[src/rtl/seq_ctrl_pkg.sv]
// -----------------------------------------------------------------------------
// seq_ctrl_pkg
// Shared definitions for the multi-cycle sequencer seq_ctrl:
//   - state_t   : FSM state encoding
//   - iclass_t  : instruction class derived from the opcode field
//   - OPC_*     : opcode constants (ir[6:0])
//   - ALU_*     : ALU operation codes driven on seq_ctrl.op
//   - classify(): maps a full instruction word to its class; an all-zero
//                 word or an unknown opcode maps to CL_BAD.
// -----------------------------------------------------------------------------
package seq_ctrl_pkg;

    typedef enum logic [2:0] {
        ST_IDLE   = 3'd0,
        ST_FETCH  = 3'd1,
        ST_DECODE = 3'd2,
        ST_EXEC   = 3'd3,
        ST_MEM    = 3'd4,
        ST_WB     = 3'd5,
        ST_HALT   = 3'd6
    } state_t;

    typedef enum logic [2:0] {
        CL_R      = 3'd0,
        CL_I      = 3'd1,
        CL_LOAD   = 3'd2,
        CL_STORE  = 3'd3,
        CL_BRANCH = 3'd4,
        CL_JAL    = 3'd5,
        CL_BAD    = 3'd6
    } iclass_t;

    localparam logic [6:0] OPC_R      = 7'h33;
    localparam logic [6:0] OPC_I      = 7'h13;
    localparam logic [6:0] OPC_LOAD   = 7'h03;
    localparam logic [6:0] OPC_STORE  = 7'h23;
    localparam logic [6:0] OPC_BRANCH = 7'h63;
    localparam logic [6:0] OPC_JAL    = 7'h6F;

    localparam logic [2:0] ALU_AND = 3'b000;
    localparam logic [2:0] ALU_OR  = 3'b001;
    localparam logic [2:0] ALU_ADD = 3'b010;
    localparam logic [2:0] ALU_SUB = 3'b110;
    localparam logic [2:0] ALU_SLT = 3'b111;

    function automatic iclass_t classify(input logic [31:0] word);
        iclass_t cls;
        case (word[6:0])
            OPC_R:      cls = CL_R;
            OPC_I:      cls = CL_I;
            OPC_LOAD:   cls = CL_LOAD;
            OPC_STORE:  cls = CL_STORE;
            OPC_BRANCH: cls = CL_BRANCH;
            OPC_JAL:    cls = CL_JAL;
            default:    cls = CL_BAD;
        endcase
        // A zero word is treated as a halt even though 0x00 is not an opcode
        // we decode anyway; kept explicit so the intent survives opcode edits.
        if (word == 32'h0) begin
            cls = CL_BAD;
        end
        return cls;
    endfunction

endpackage

[src/rtl/alu_op_dec.sv]
// -----------------------------------------------------------------------------
// alu_op_dec
// Purely combinational ALU-operation decode.
// Ports:
//   opcode   in  7  instruction opcode field
//   funct3   in  3  instruction funct3 field
//   funct7b5 in  1  bit 30 of the instruction (selects sub for R-type add)
//   op       out 3  ALU operation code (ALU_* from seq_ctrl_pkg)
// -----------------------------------------------------------------------------
module alu_op_dec
    import seq_ctrl_pkg::*;
(
    input  logic [6:0] opcode,
    input  logic [2:0] funct3,
    input  logic       funct7b5,
    output logic [2:0] op
);

    always_comb begin
        op = ALU_ADD;
        case (opcode)
            OPC_R, OPC_I: begin
                case (funct3)
                    // bit 30 only means "sub" for register-register ops;
                    // for immediates it is part of the immediate value.
                    3'b000:  op = (opcode == OPC_R && funct7b5) ? ALU_SUB : ALU_ADD;
                    3'b111:  op = ALU_AND;
                    3'b110:  op = ALU_OR;
                    3'b010:  op = ALU_SLT;
                    default: op = ALU_ADD;
                endcase
            end
            OPC_BRANCH: op = ALU_SUB;
            default:    op = ALU_ADD;
        endcase
    end

endmodule

[src/rtl/seq_ctrl.sv]
// -----------------------------------------------------------------------------
// seq_ctrl
// Multi-cycle instruction sequencer: IDLE -> FETCH -> DECODE -> EXEC
// [-> MEM] [-> WB] -> FETCH ..., HALT on an illegal or zero instruction.
// Control outputs are Moore-decoded from the state and the latched ir.
//
// Ports:
//   clk, rst          clock, asynchronous active-high reset
//   start, entry      begin execution at entry (accepted only when not busy)
//   ins               instruction word, sampled in FETCH
//   zero              ALU zero flag (branch condition)
//   branch, jTarget   branch / jump targets from decode
//   PCin              current PC
//   ir                latched instruction
//   RegWrite, ALUSrc, op, MemRead, MemWrite, Mem2Reg   datapath controls
//   busy, done        FSM active / FSM halted
//   retired           retired-instruction count (wraps at 2^16)
//
// Configuration macro: SEQ_CTRL_BRANCH_EN
//   defined   : beq/bne evaluated against zero, taken branch loads branch
//   undefined : branches always fall through to PC+4
// -----------------------------------------------------------------------------
module seq_ctrl
    import seq_ctrl_pkg::*;
(
    input  logic        clk,
    input  logic        rst,
    input  logic        start,
    input  logic [31:0] entry,
    input  logic [31:0] ins,
    input  logic        zero,
    input  logic [31:0] branch,
    input  logic [31:0] jTarget,
    output logic [31:0] PCin,
    output logic [31:0] ir,
    output logic        RegWrite,
    output logic        ALUSrc,
    output logic [2:0]  op,
    output logic        MemRead,
    output logic        MemWrite,
    output logic        Mem2Reg,
    output logic        busy,
    output logic        done,
    output logic [15:0] retired
);

    state_t      state_q, state_d;
    logic [31:0] pc_q, pc_d;
    logic [31:0] ir_q, ir_d;
    logic [15:0] retired_q, retired_d;

    iclass_t     cls;
    logic        br_taken;
    logic [31:0] pc_next;

    assign cls = classify(ir_q);

`ifdef SEQ_CTRL_BRANCH_EN
    assign br_taken = (cls == CL_BRANCH) &&
                      (((ir_q[14:12] == 3'b000) &&  zero) ||
                       ((ir_q[14:12] == 3'b001) && !zero));
`else
    logic unused_branch_inputs;
    assign unused_branch_inputs = ^{branch, zero};
    assign br_taken = 1'b0;
`endif

    always_comb begin
        pc_next = pc_q + 32'd4;
        if (cls == CL_JAL) begin
            pc_next = jTarget;
        end else if (br_taken) begin
            pc_next = branch;
        end
    end

    // State and datapath registers
    always_ff @(posedge clk or posedge rst) begin
        if (rst) begin
            state_q   <= ST_IDLE;
            pc_q      <= 32'h0;
            ir_q      <= 32'h0;
            retired_q <= 16'h0;
        end else begin
            state_q   <= state_d;
            pc_q      <= pc_d;
            ir_q      <= ir_d;
            retired_q <= retired_d;
        end
    end

    // Next-state logic
    always_comb begin
        logic last;
        state_d   = state_q;
        pc_d      = pc_q;
        ir_d      = ir_q;
        retired_d = retired_q;
        last      = 1'b0;

        case (state_q)
            ST_IDLE, ST_HALT: begin
                if (start) begin
                    pc_d      = entry;
                    retired_d = 16'h0;
                    state_d   = ST_FETCH;
                end
            end
            ST_FETCH: begin
                ir_d    = ins;
                state_d = ST_DECODE;
            end
            ST_DECODE: begin
                state_d = (cls == CL_BAD) ? ST_HALT : ST_EXEC;
            end
            ST_EXEC: begin
                case (cls)
                    CL_LOAD, CL_STORE: state_d = ST_MEM;
                    CL_BRANCH:         last    = 1'b1;
                    default:           state_d = ST_WB;
                endcase
            end
            ST_MEM: begin
                if (cls == CL_LOAD) begin
                    state_d = ST_WB;
                end else begin
                    last = 1'b1;
                end
            end
            ST_WB: begin
                last = 1'b1;
            end
            default: begin
                state_d = ST_IDLE;
            end
        endcase

        // Retirement: every instruction's final state commits PC and count
        if (last) begin
            pc_d      = pc_next;
            retired_d = retired_q + 16'd1;
            state_d   = ST_FETCH;
        end
    end

    alu_op_dec u_alu_op_dec (
        .opcode   (ir_q[6:0]),
        .funct3   (ir_q[14:12]),
        .funct7b5 (ir_q[30]),
        .op       (op)
    );

    // Output decode
    always_comb begin
        logic active;
        active   = (state_q == ST_EXEC) || (state_q == ST_MEM) || (state_q == ST_WB);
        RegWrite = (state_q == ST_WB);
        MemRead  = (state_q == ST_MEM) && (cls == CL_LOAD);
        MemWrite = (state_q == ST_MEM) && (cls == CL_STORE);
        Mem2Reg  = ((state_q == ST_MEM) || (state_q == ST_WB)) && (cls == CL_LOAD);
        ALUSrc   = active && ((cls == CL_I) || (cls == CL_LOAD) ||
                              (cls == CL_STORE) || (cls == CL_JAL));
        busy     = (state_q != ST_IDLE) && (state_q != ST_HALT);
        done     = (state_q == ST_HALT);
    end

    assign PCin    = pc_q;
    assign ir      = ir_q;
    assign retired = retired_q;

endmodule

[config.mk]
export PLATFORM = sky130hd
export DESIGN_NAME = seq_ctrl
export DESIGN_NICKNAME = d
export VERILOG_FILES = /design/src/rtl/seq_ctrl_pkg.sv /design/src/rtl/alu_op_dec.sv /design/src/rtl/seq_ctrl.sv
export SDC_FILE = /design/constraint.sdc
export NUM_CORES = 1
export LEC_CHECK = 0
export ABC_AREA = 1
export CORE_MARGIN = 10
export CORE_UTILIZATION = 30
export CTS_BUF_LIST = sky130_fd_sc_hd__clkbuf_16
export DETAILED_ROUTE_END_ITERATION = 12
export PLACE_DENSITY_LB_ADDON = 0.1
export SYNTH_ARGS = -nofsm -noshare
export SYNTH_HDL_FRONTEND = slang
export SYNTH_SLANG_ARGS = --single-unit
export TNS_END_PERCENT = 20
[constraint.sdc]
create_clock -name clk -period 2.9 [get_ports clk]
set_clock_uncertainty 0.05 [all_clocks]
set_input_delay 0.29 -clock clk [delete_from_list [all_inputs] [get_ports clk]]
set_output_delay 0.29 -clock clk [all_outputs]
set_load 0.005 [all_outputs]
After elaboration in Yosys (flattened, before gate mapping):

Cells that the tools add are included.

* logic and storage cells: 76
* bits in registers: 83
* input port bits: 132
* output and inout bits: 90

* reductions and logical operators: 23
* $add $sub $neg: 2
* eq/ne operators: 26
* mux-type cells: 21

Operator list (number)
* $mux W32: 4
* $mux W16: 3
* $pmux W3 S6: 2
* $add A32 B3 Y32 const B: 1
* $logic_not A32 Y1: 1
* $eq A3 B3 Y1 const B: 8
* $mux W3: 6
* $add A16 B1 Y16 const B: 1
* $eq A3 B2 Y1 const B: 5
* $eq A7 B6 Y1 const B: 2
* $eq A7 B7 Y1 const B: 2
* $ne A3 B3 Y1 const B: 4
* $pmux W3 S2: 2
* $pmux W3 S4: 1
* $eq A7 B2 Y1 const B: 1
* $eq A7 B5 Y1 const B: 1
* $eq A3 B1 Y1 const B: 2
* $logic_and A1 B1 Y1: 6
* $logic_not A3 Y1: 2
* $logic_or A1 B1 Y1: 6
* $reduce_or A2 Y1: 3
* $reduce_and A4 Y1: 1
* $reduce_bool A2 Y1: 2
* $pmux W1 S3: 1
* other kinds (4): 5

Longest topological paths before layout:

Gate-level depths: netlist of run 1.

* depth in word-level cells: 8
* gate-level depth with buffers: 13
* mapped depth without buffers: 12

By module:

Synthesis of run 1 repeated with hierarchy kept, for this count alone.

* cell total of the unflattened synthesis: 769
* area total of the unflattened synthesis: 5181.2 sq um

Modules (own cells, without submodules)
* seq_ctrl: sequential area each 2077.0 sq um, cells each 743, area each 5066.1 sq um, instances 1
* alu_op_dec: sequential area each 0.0 sq um, cells each 26, area each 115.1 sq um, instances 1

Worst setup path after synthesis of run 1:

Ideal clock, no wire load.

* path kind: register to output
* start point: reg ir_q[4] (netlist: ir[4])
* end point: out MemWrite
* slack: 1.197 ns
* required time: 2.560 ns
* buffers on the path: 1
* data arrival time: 1.363 ns
* stages on the path, launching flop included: 9
* cells stage by stage: dfrtp_1 -> inv_1 -> nand2_1 -> nor2_1 -> nand2_1 -> inv_1 -> buf_2 -> nor2_1 -> nor3_1

* word-level cells in the longest chain between the ends: 5
* elaborated cells between the ends (all ways): 11
* those cells by class: 7 x eq/ne; 2 x mux; 2 x reduce/logical

RTL lines
* from (decl): RTL line seq_ctrl.sv:49 `logic [31:0] ir_q, ir_d;`
* from (signal assigned): RTL line seq_ctrl.sv:87 `ir_q <= ir_d;`
* $eq A7 B7 Y1, or another cell as far along: RTL line seq_ctrl_pkg.sv:48 `case (word[6:0])`
* $pmux W3 S6: RTL line seq_ctrl_pkg.sv:48
* $mux W3 (*): RTL line seq_ctrl_pkg.sv:59 `if (word == 32'h0) begin`
* $eq A3 B2 Y1 (*): RTL line seq_ctrl.sv:159 `MemWrite = (state_q == ST_MEM) && (cls == CL_STORE);`
* $logic_and A1 B1 Y1 (*): RTL line seq_ctrl.sv:159
* to (decl): RTL line seq_ctrl.sv:40 `output logic MemWrite,`

Mark *: on every way between the ends. The rest lies on a longest branch, timed or not.

Worst setup path after layout of run 1:

* start point: reg ir_q[2] (netlist: ir[2])
* end point: out op[2]

* word-level cells in the longest chain between the ends: 5
* elaborated cells between the ends (all ways): 8
* those cells by class: 3 x eq/ne; 3 x mux; 2 x reduce/logical

RTL lines
* $eq A7 B6 Y1: RTL line alu_op_dec.sv:21, alu_op_dec.sv:26
* $logic_and A1 B1 Y1: RTL line alu_op_dec.sv:26 `3'b000: op = (opcode == OPC_R && funct7b5) ? ALU_SUB : ALU_ADD;`
* $mux W3: RTL line alu_op_dec.sv:26
* $pmux W3 S4: RTL line alu_op_dec.sv:23 `case (funct3)`
* $pmux W3 S2 (*): RTL line alu_op_dec.sv:21 `case (opcode)`
* to (decl): RTL line seq_ctrl.sv:38 `output logic [2:0] op,`

Marks and branches as above.

==> results of run 1 <==
[layer usage]
layer	wire [µm]	track usage [%]	part of all wire (%)
met5	0	0	0
met4	249	4.814	1.3
met3	1794	6.683	9.6
met2	8446	26.26	45
met1	8259	20.12	44
[critical path: stages (launching register included)]
cell             delay (ns)
dfrtp_1                0.38
inv_1                  0.09
nand2_1                0.07
nor2_2                 0.16
nand2_1                0.11
inv_1                  0.09
nand2_1                0.10
o41ai_1                0.30
clkdlybuf4s50_1        0.57
[layout by cell type, fill, tap and decap left out, drive strengths merged]
master,netlist,final
nand2,350,350
clkdlybuf4s50,0,187
dfrtp,83,83
nor2,79,79
nand3,72,72
inv,67,67
o21ai,39,39
nor3,14,14
buf,20,13
or2,12,12
clkbuf,7,9
nand4,9,9
o211ai,8,8
xor2,6,6
a21oi,6,6
nand3b,6,6
o22ai,5,5
clkinv,1,5
a22oi,4,4
xnor2,3,3
o21bai,3,3
ha,2,2
clkinvlp,0,2
diode,0,1
o41ai,1,1
a31oi,1,1
bufinv,0,1
dlymetal6s2s,0,1
[kinds of logic (layout without fill, tap and decap cells)]
kind of cell	count (synthesis)	in the layout
flip-flops	83	83
AO/OA/AOI/OAI	67	67
adder cells (fa/ha/maj)	2	2
XOR/XNOR	9	9
AND/OR/NAND/NOR	542	542
other	0	1
buffers and inverters	95	285
[metrics by stage]
stage,cells,hold WS [ns]
after floorplan,798,0.3566
after global placement,1197,0.4027
after detailed placement,1197,0.4093
after CTS,1213,0.3233
after global routing,1214,0.3490
final,1214,0.2810
[power by group]
part	internal [µW]	switching [µW]	total (µW)
clock network	664	510	1170
logic	1830	1990	3820
registers	1710	649	2360
[path summary, 6_finish.rpt]
kind	endpoint	depth (start not counted)
worst max-delay path	op[2]	8
worst min-delay path	ir[23]	2
worst max register to register	PCin[1]	11
worst min register to register	ir[21]	2
max in group asynchronous	PCin[19]	3
min in group clk	ir[21]	2
[registers in the layout (all words and copies together) (netlist names)]
register	flops
retired	16
PCin	32
state_q	3
ir	32
[final cells by class]
| cell class | count | area (µm²) |
|---|---|---|
| diodes | 1 | 2.502 |
| multi-input cells | 620 | 2738 |
| fillers | 1862 | 9535 |
| inverters | 68 | 256.5 |
| flip-flops and latches | 83 | 2077 |
| clock buffers | 9 | 225.2 |
| clock inverters | 7 | 66.31 |
| repair buffers | 201 | 1994 |
| well taps | 225 | 281.5 |
[timing repair]
action,4_1_cts,5_1_grt
setup endpoints to repair,0,1
endpoints found under the hold margin,0,0
resized for setup,0,2
==> metrics.md, run 1 <==
| Metric | Value |
|---|---|
| Pre-antenna DRT Iters | `4` |
| Post-synthesis simple-gate area fraction | `~43%` |
| Longest Clk Path Bufs | `2` |
| EDFF count, synth | `0` |
| GRT Util Overall | `between 15 and 20%` |
| Adder-cell share of the synthesized area | `less than 1%` |
| Final #Nets | `between 1000 and 1500` |
| Synth warn | `0` |
| Initial Util | `a little under a third` |
| Largest net degree at the start of global routing | `44` |
| Tmin final | `roughly 2.6 ns` |
| Initial antenna violation count | `1` |
| Site Rows | `48` |
| Mapped Area | `5206 µm²` |
| TritonCTS Buffers | `9` |
| Share of post-route cells with drive strength above 1 | `4.150%` |
| Synthesized area per cell | `6.524 µm²` |
| Initial detailed-routing violation count | `just under 300` |
| Least-Margin Pin Slew | `between 0.6 and 0.7 ns` |
| Die area | `roughly 23000 µm²` |
| Ys async rst share | `100.0%` |
| Synth Area in XOR/XNOR | `1.514%` |
| Port buffer count | `188` |
| Ports | `222` |
| Synth cell count leaders | `nand2_1 (350), dfrtp_1 (83), nor2_1 (79), nand3_1 (71), inv_1 (65)` |
| Vias in the first global route | `5556` |
| Die height | `around 150 µm` |
| Post-synth top area share | `about two fifths` |
| Setup violations, final | `0` |
| Most frequent cell after synthesis | `nand2_1` |
| Final instance area | `around 7600 µm²` |
| Status | `finished clean` |
| Util after Layout | `between 40% and 50%` |
| Crit path max fanout | `4` |
| Worst VDD drop | `around 400 µV` |
| Post-DP Area | `7342 µm²` |
| Rel. slew slack | `a little under three fifths` |
| Drc violations | `0` |
| Post-DP HPWL | `between 10000 and 15000 µm` |
| Post-CTS Hold Fix Bufs | `0` |
| Setup crit end kind | `output port` |
| Register-to-register setup slack | `slightly above 0.8 ns` |
| DR vias | `between 5000 and 6000` |
| Worst Setup SP | `ir[2]` |
| Unique cell type count in the Yosys netlist | `31` |
| CP required | `approximately 2.6 ns` |
| CTS clk-pin slew, worst paths | `0.07 ns` |
| Core area | `17180 µm²` |
| Buffer count from post-CTS setup fixing | `0` |
| Crit Path Class | `flop to output port` |
| RSZ-0062 raised after global routing | `false` |
| Tightest Hold Check Type | `input port to async pin` |
| Leak | `0.003487 µW` |
| Main synth FF type | `dfrtp_1` |
| Syn nets | `932` |
| Final setup TNS | `0 ns` |
| Final Max Tran Viols | `0` |
| Setup WS pre-CTS | `between 0.6 and 0.7 ns` |
| Routed length per instance | `around 15 µm` |
| Biggest area consumer among synthesized cells | `dfrtp_1` |
| DRT antenna net count | `0` |
| Max H-tree Level | `3` |
| Final Hold Vio Count | `0` |
| Final worst slack | `0.3499 ns` |
| Worst Path Arrival | `2.21 ns` |
| Power, Total | `between 7000 and 8000 µW` |
| Clk Latency, worst-skew pair | `between 0.3 and 0.4 ns` |
| Placer Congestion | `0.8226` |
| #FFs+latches synth | `between 80 and 90` |
| Syn Inst Count | `roughly 800` |
| PwrDens | `just under 1000 nW/µm²` |
| Chip Width | `~150 µm` |
| First-pass GRT wire length | `around 30000 µm` |
| Crit path launch type | `flop` |
| Ranking of synthesized cells by area | `dfrtp_1 (40%), nand2_1 (25%), nand3_1 (6.8%)` |
| Total of max-cap violations | `0` |
| Via density | `approximately 4.6` |
| CTS root buf | `clkbuf_16` |
| Largest family of logic cells by synthesized area | `simple AND/OR/NAND/NOR gates` |
| Synth Area in Compound Gates | `under 10%` |
| Post-Route WL | `18750 µm` |
| Mux share of post-synthesis cell area | `0%` |
| TritonCTS clock tree | `done` |
| Reg2Reg Launch Point | `ir[4]` |
| GRT Residual Overflow | `0` |
| Max Freq | `roughly 390 MHz` |
| Final Cycle Share | `87.94%` |
| Register area share after synthesis | `39.89%` |
| Layout area overhead | `46.77%` |
| Clock sink count | `83` |
No activity file was read; power rests on OpenSTA's default activity.
==> inputs of run 2 (changes only) <==
--- a/config.mk
+++ b/config.mk
@@ -10,6 +10,8 @@
 export CORE_UTILIZATION = 30
 export CTS_BUF_LIST = sky130_fd_sc_hd__clkbuf_16
 export DETAILED_ROUTE_END_ITERATION = 12
+export DONT_BUFFER_PORTS = 1
+export HOLD_SLACK_MARGIN = 0.03
 export PLACE_DENSITY_LB_ADDON = 0.1
 export SYNTH_ARGS = -nofsm -noshare
 export SYNTH_HDL_FRONTEND = slang
==> metrics.md, run 2 (same netlist as run 1, synthesis figures left out) <==
| Metric | Value |
|---|---|
| Chip Width | `151.7 µm (unchanged)` |
| Final Hold Vio Count | `0 (unchanged)` |
| Placer Congestion | `0.7988 (-2.9%)` |
| First-pass GRT wire length | `28840 µm (-3.8%)` |
| Crit Path Class | `flop to output port` |
| CTS clk-pin slew, worst paths | `0.07 ns (about the same)` |
| Clock sink count | `83 (unchanged)` |
| Most common cell after layout, fill and taps aside | `nand2_1` |
| Sequential power share | `39.8% (+7.7 points)` |
| DRT antenna net count | `0 (unchanged)` |
| Hold EP | `PCin[11]` |
| GRT Residual Overflow | `0 (unchanged)` |
| Leak | `0.002897 µW (-17%)` |
| Final #Nets | `960 (-14%)` |
| CTS root buf | `clkbuf_16` |
| Port buffer count | `0 (-100%)` |
| Register-to-register setup slack | `0.76 ns (-0.05 ns)` |
| Tmin final | `2.380 ns (-0.1705 ns)` |
| Ports | `222 (unchanged)` |
| Hold_sp | `entry[11]` |
| Die height | `151.7 µm (unchanged)` |
| R2R depth | `10 (-1)` |
| Internal power | `3336 µW (-21%)` |
| DR vias | `5140 (-7.0%)` |
| Fin Hold WS | `0.05708 ns (-0.2239 ns)` |
| Final setup TNS | `0 ns (unchanged)` |
| Crit path launch type | `flop` |
| Share of post-route cells with drive strength above 1 | `4.332% (+0.18 points)` |
| Max H-tree Level | `3 (unchanged)` |
| Post-Route WL | `18500 µm (-1.4%)` |
| Status | `finished clean` |
| Final Max Tran Viols | `0 (unchanged)` |
| Site Rows | `48 (unchanged)` |
| Initial antenna violation count | `4 (+3)` |
| Post-DP HPWL | `13850 µm (-2.4%)` |
| Least-Margin Pin Slew | `0.7236 ns (+0.05078 ns)` |
| PwrDens | `1046 nW/µm² (+8.6%)` |
| Routed length per instance | `17.48 µm (+13%)` |
| Largest net degree at the start of global routing | `54 (+23%)` |
| RSZ-0062 raised after global routing | `false` |
| Net Sw Frac | `47.74% (+4.9 points)` |
| Worst Path Arrival | `2.04 ns (-0.17 ns)` |
| Max Freq | `420.2 MHz (+7.2%)` |
| End of the worst register-to-register path | `PCin[22]` |
| Total of max-cap violations | `0 (unchanged)` |
| Crit path max fanout | `8 (+4)` |
| Layout area overhead | `17.28%` |
| TritonCTS Buffers | `9 (unchanged)` |
| FILL cells | `1900 (+2.0%)` |
| Net Sw Power | `3047 µW (-3.3%)` |
| Core area | `17180 µm² (unchanged)` |
| Longest Clk Path Bufs | `2 (unchanged)` |
| Worst VDD drop | `577.7 µV (+44%)` |
| Setup crit end kind | `output port` |
| Rel. slew slack | `51.46% (-3.7 points)` |
| Initial Util | `30.31% (unchanged)` |
| Via density | `4.858 (+6.7%)` |
| CP required | `2.56 ns (about the same)` |
| Drc violations | `0 (unchanged)` |
| Clock power share | `19.8% (+3.8 points)` |
| Die area | `23020 µm² (unchanged)` |
| Clk Latency, worst-skew pair | `0.35 ns (about the same)` |
| Logic pwr share | `40.4% (-12 points)` |
| Tightest Hold Check Type | `input port to flop` |
| TritonCTS clock tree | `done` |
| Reg2Reg Launch Point | `ir[2]` |
| Initial detailed-routing violation count | `274 (-7.7%)` |
| Setup violations, final | `0 (unchanged)` |
| Hold path depth | `2` |
| GRT Util Overall | `16.02% (-0.49 points)` |
| Commonest non-fill, non-tap cells in the layout | `nand2_1 (350), dfrtp_1 (83), nor2_1 (79), nand3_1 (71), inv_1 (65)` |
| Vias in the first global route | `5170 (-6.9%)` |
| Pre-antenna DRT Iters | `6 (+2)` |
| Final Cycle Share | `82.06% (-5.9 points)` |
| Buffer count from post-CTS setup fixing | `0 (unchanged)` |
[run 2: cell types whose count changed in the layout (fill, tap and decap cells not counted), moves of 2 or more]
cell / delta
clkdlybuf4s50_1: -187
dlygate4sd3_1: +36
buf_4: -5
clkinv_1: -2
[run 2: critical path, stage by stage (launching register included)]
cell and delay, ns:
dfrtp_1 0.44, inv_1 0.12, nand2_1 0.08, nor2_1 0.17, nand2_1 0.23, inv_1 0.23, nor2_1 0.09, nor3_1 0.35
[run 2: final cells by class]
cell class / count / area [µm²] / area share, %
inverter: 68 / 256.5 / 4.201
antenna: 2 / 5.005 / 0.08197
sequential: 83 / 2077 / 34.02
multi-input combinational: 620 / 2735 / 44.80
timing repair buffer: 44 / 432.9 / 7.090
clock inverter: 7 / 92.59 / 1.516
clock buffer: 9 / 225.2 / 3.689
tap: 225 / 281.5 / 4.611
[run 2: timing repair]
| item | 4_1_cts | 5_1_grt |
|---|---|---|
| hold endpoints to repair | 65 | 0 |
| gates resized for setup | 0 | 0 |
| hold buffers | 36 | 0 |
[run 2: power by group through the flow]
stage          sequential, µW  combinational, µW  clock [µW]
2_1_floorplan            2250               2080           0
6_report                 2540               2580        1270
5_1_grt                  2660               3040        1350
3_3_place_gp             2590               2490           0
3_5_place_dp             2590               2570           0
4_1_cts                  2580               2610        1310
[run 2: layer usage]
layer | share of wire [%] | vias up | GRT usage (%)
met5 | 0.12 | - | 0
met1 | 42 | 2374 | 19.49
met4 | 0.77 | 4 | 4.099
met2 | 46 | 165 | 25.15
li1 | - | 2584 | -
met3 | 11 | 13 | 7.336
[run 2: worst max-delay path by stage]
stage               startpoint        to  slack (ns)  cells after the start
floorplan                  rst   PCin[0]        0.42                      1
global placement         ir[2]  PCin[22]        0.75                     10
detailed placement       ir[3]  PCin[22]        0.75                     10
CTS                      ir[4]    ALUSrc        0.49                      7
global route             ir[4]  MemWrite        0.31                      7
finish                   ir[4]  MemWrite        0.52                      7
[run 2: metrics by stage]
stage	util, %	total power (µW)	instances	instance area (µm²)	setup slack, ns
final	35.55	6384	1058	6106	0.5204
after global routing	35.53	7050	1057	6103	0.3131
after CTS	35.52	6499	1056	6101	0.4883
after detailed placement	31.57	5163	1004	5423	0.7482
after global placement	31.57	5079	1004	5423	0.7471
after floorplan	-	4329	798	5206	0.4232
==> inputs of run 3 (changes only) <==
==> constraint.sdc (replaced) <==
create_clock -name clk -period 2.4 [get_ports clk]
set_clock_uncertainty 0.05 [all_clocks]
set_input_delay 0.24 -clock clk [delete_from_list [all_inputs] [get_ports clk]]
set_output_delay 0.24 -clock clk [all_outputs]
set_load 0.005 [all_outputs]
==> metrics.md, run 3 (same netlist as run 1, synthesis figures left out) <==
| Metric | Value |
|---|---|
| Status | `finished clean` |
| RSZ-0062 raised after global routing | `true` |
| Crit path launch type | `flop` |
| Worst Path Arrival | `2.43 ns (+0.39 ns)` |
| Longest Clk Path Bufs | `2 (unchanged)` |
| Drc violations | `0 (unchanged)` |
| Commonest non-fill, non-tap cells in the layout | `nand2_1 (349), dfrtp_1 (78), nor2_1 (74), nand3_1 (70), inv_1 (65)` |
| Rel. slew slack | `46.86% (-4.6 points)` |
| CP top delay family | `buffers and inverters` |
| Setup violations, final | `0 (unchanged)` |
| Crit Path Class | `flop to flop` |
| Post-DP HPWL | `14220 µm (+2.7%)` |
| Via density | `4.892 (+0.69%)` |
| Post-Route WL | `18690 µm (+1.0%)` |
| Initial detailed-routing violation count | `307 (+12%)` |
| CTS clk-pin slew, worst paths | `0.07 ns (about the same)` |
| Chip Width | `151.7 µm (unchanged)` |
| GRT Util Overall | `16.25% (+0.23 points)` |
| CP max-delay cell | `dlygate4sd3_1` |
| Leak | `0.002982 µW (+2.9%)` |
| FILL cells | `1849 (-2.7%)` |
| Initial antenna violation count | `4 (unchanged)` |
| First-pass GRT wire length | `29330 µm (+1.7%)` |
| Max H-tree Level | `3 (unchanged)` |
| CP required | `2.57 ns (about the same)` |
| DRT antenna net count | `0 (unchanged)` |
| Tightest Hold Check Type | `input port to flop` |
| Clock sink count | `83 (unchanged)` |
| Die area | `23020 µm² (unchanged)` |
| Logic pwr share | `42.9% (+2.5 points)` |
| TritonCTS clock tree | `done` |
| Setup crit end kind | `flop` |
| Largest net degree at the start of global routing | `41 (-24%)` |
| Net Sw Frac | `47.36% (-0.38 points)` |
| GRT Residual Overflow | `0 (unchanged)` |
| Crit path max fanout | `5 (-3)` |
| Ports | `222 (unchanged)` |
| Total of max-cap violations | `0 (unchanged)` |
| PwrDens | `1234 nW/µm² (+18%)` |
| Sequential power share | `39.4% (-0.4 points)` |
| Port buffer count | `0 (unchanged)` |
| Tmin final | `about 2.3 ns` |
| Fin Hold WS | `0.04981 ns (-0.007273 ns)` |
| Final setup TNS | `0 ns (unchanged)` |
| Worst path max stage delay | `0.55 ns (+0.11 ns)` |
| Pre-antenna DRT Iters | `5 (-1)` |
| Site Rows | `48 (unchanged)` |
| Internal power | `4113 µW (+23%)` |
| Clock power share | `17.8% (-2.0 points)` |
| Least-Margin Pin Slew | `0.7955 ns (+0.07190 ns)` |
| Core area | `17180 µm² (unchanged)` |
| CP most frequent cell | `nand2_1` |
| Final Cycle Share | `94.18%` |
| Most common cell after layout, fill and taps aside | `nand2_1` |
| Initial Util | `30.31% (unchanged)` |
| DR vias | `5278 (+2.7%)` |
| Vias in the first global route | `5381 (+4.1%)` |
| Post-DP Area | `5530 µm² (+2.0%)` |
| Die height | `151.7 µm (unchanged)` |
| Layout area overhead | `21.63%` |
| Share of post-route cells with drive strength above 1 | `6.463% (+2.1 points)` |
| Final instance area | `6332 µm² (+3.7%)` |
| Max Freq | `~440 MHz` |
| CP cell instances | `ha_2 -> nand2_1 -> nor2_2 -> nand2_1 -> buf_4 -> inv_1 -> nand2_1 -> nand2_1 -> nand3_1 -> o211ai_1 -> nand2_1 -> dlygate4sd3_1` |
| Worst VDD drop | `504.3 µV (-13%)` |
| Net Sw Power | `3700 µW (+21%)` |
| Clk Latency, worst-skew pair | `0.34 ns (about the same)` |
| Routed length per instance | `17.32 µm (-0.92%)` |
| CTS root buf | `clkbuf_16` |
| Final #Nets | `980 (+2.1%)` |
| Final Hold Vio Count | `0 (unchanged)` |
| Final Max Tran Viols | `0 (unchanged)` |
| Buffer count from post-CTS setup fixing | `0 (unchanged)` |
| TritonCTS Buffers | `9 (unchanged)` |
| WP buf/inv | `3 (+1)` |
| Placer Congestion | `0.8057 (+0.86%)` |
==> run 3: cell types whose count changed in the layout (fill, tap and decap cells not counted), moves of 3 or more <==
cell and change:
buf_12 +3, buf_4 +4, clkinv_1 +3, dfrtp_1 -5
dfrtp_2 +5, dlygate4sd3_1 +11, nor2_1 -5, nor2_2 +5
==> run 3: final timing paths <==
path / start / end / slack (ns) / cells past startpoint
setup / recovery: PCin[2] / PCin[26] / 0.14 / 12
hold / removal: entry[4] / PCin[4] / 0.05 / 2
setup reg to reg: PCin[2] / PCin[26] / 0.14 / 12
hold reg to reg: ir[9] / ir[9] / 0.46 / 2
max in group asynchronous: rst / PCin[3] / 1.07 / 3
min in group asynchronous: rst / PCin[1] / 0.47 / 2
==> run 3: what timing repair did <==
| item | 4_1_cts | 5_1_grt |
|---|---|---|
| gates resized for setup | 0 | 16 |
| endpoints found under the setup margin | 0 | 4 |
| hold buffers | 47 | 0 |
| hold endpoints to repair | 73 | 0 |
==> run 3: metal layers <==
layer  vias to the layer above  GRT usage (%)  share of wire [%]
met5                         -              0              0.059
met4                         2          4.337                1.2
met3                        14          6.950                9.9
met2                       152          26.52                 47
met1                      2473          19.16                 42
li1                       2637              -                  -
==> run 3: worst register-to-register path: cells and delay by family, from the launching register on <==
| family | cells | cell delay, ns |
|---|---|---|
| fa+ha+maj | 1 | 0.23 |
| flops | 1 | 0.42 |
| compound gates | 1 | 0.09 |
| simple gates | 7 | 0.54 |
| buf+inv | 3 | 0.80 |
==> run 3: area by class of cell <==
type | instances | area [µm²] | share of cell area (%)
timing repair buffer | 64 | 659.4 | 10.41
clock buffer | 9 | 225.2 | 3.557
clock inverter | 7 | 58.81 | 0.9287
inverter | 68 | 259.0 | 4.090
sequential | 83 | 2083 | 32.90
tap | 225 | 281.5 | 4.446
multi-input combinational | 620 | 2758 | 43.55
antenna | 3 | 7.507 | 0.1186
==> run 3: stage by stage <==
| stage | instances | util, % | total power, µW | setup WS, ns |
|---|---|---|---|---|
| after global placement | 1013 | 32.20 | 6262 | 0.3887 |
| after detailed placement | 1013 | 32.20 | 6366 | 0.3573 |
| after floorplan | 798 | - | 5231 | 0.7063 |
| after CTS | 1076 | 36.59 | 7888 | 0.02447 |
| after global routing | 1077 | 36.84 | 8667 | -0.04803 |
| final | 1079 | 36.87 | 7812 | 0.1398 |
==> run 3: power groups by stage <==
stage               combinational, µW  sequential [µW]  clock, µW
global placement                 3140             3120          0
floorplan                        2510             2720          0
CTS                              3330             3120       1440
detailed placement               3230             3130          0
finish                           3350             3080       1390
global route                     3930             3230       1510
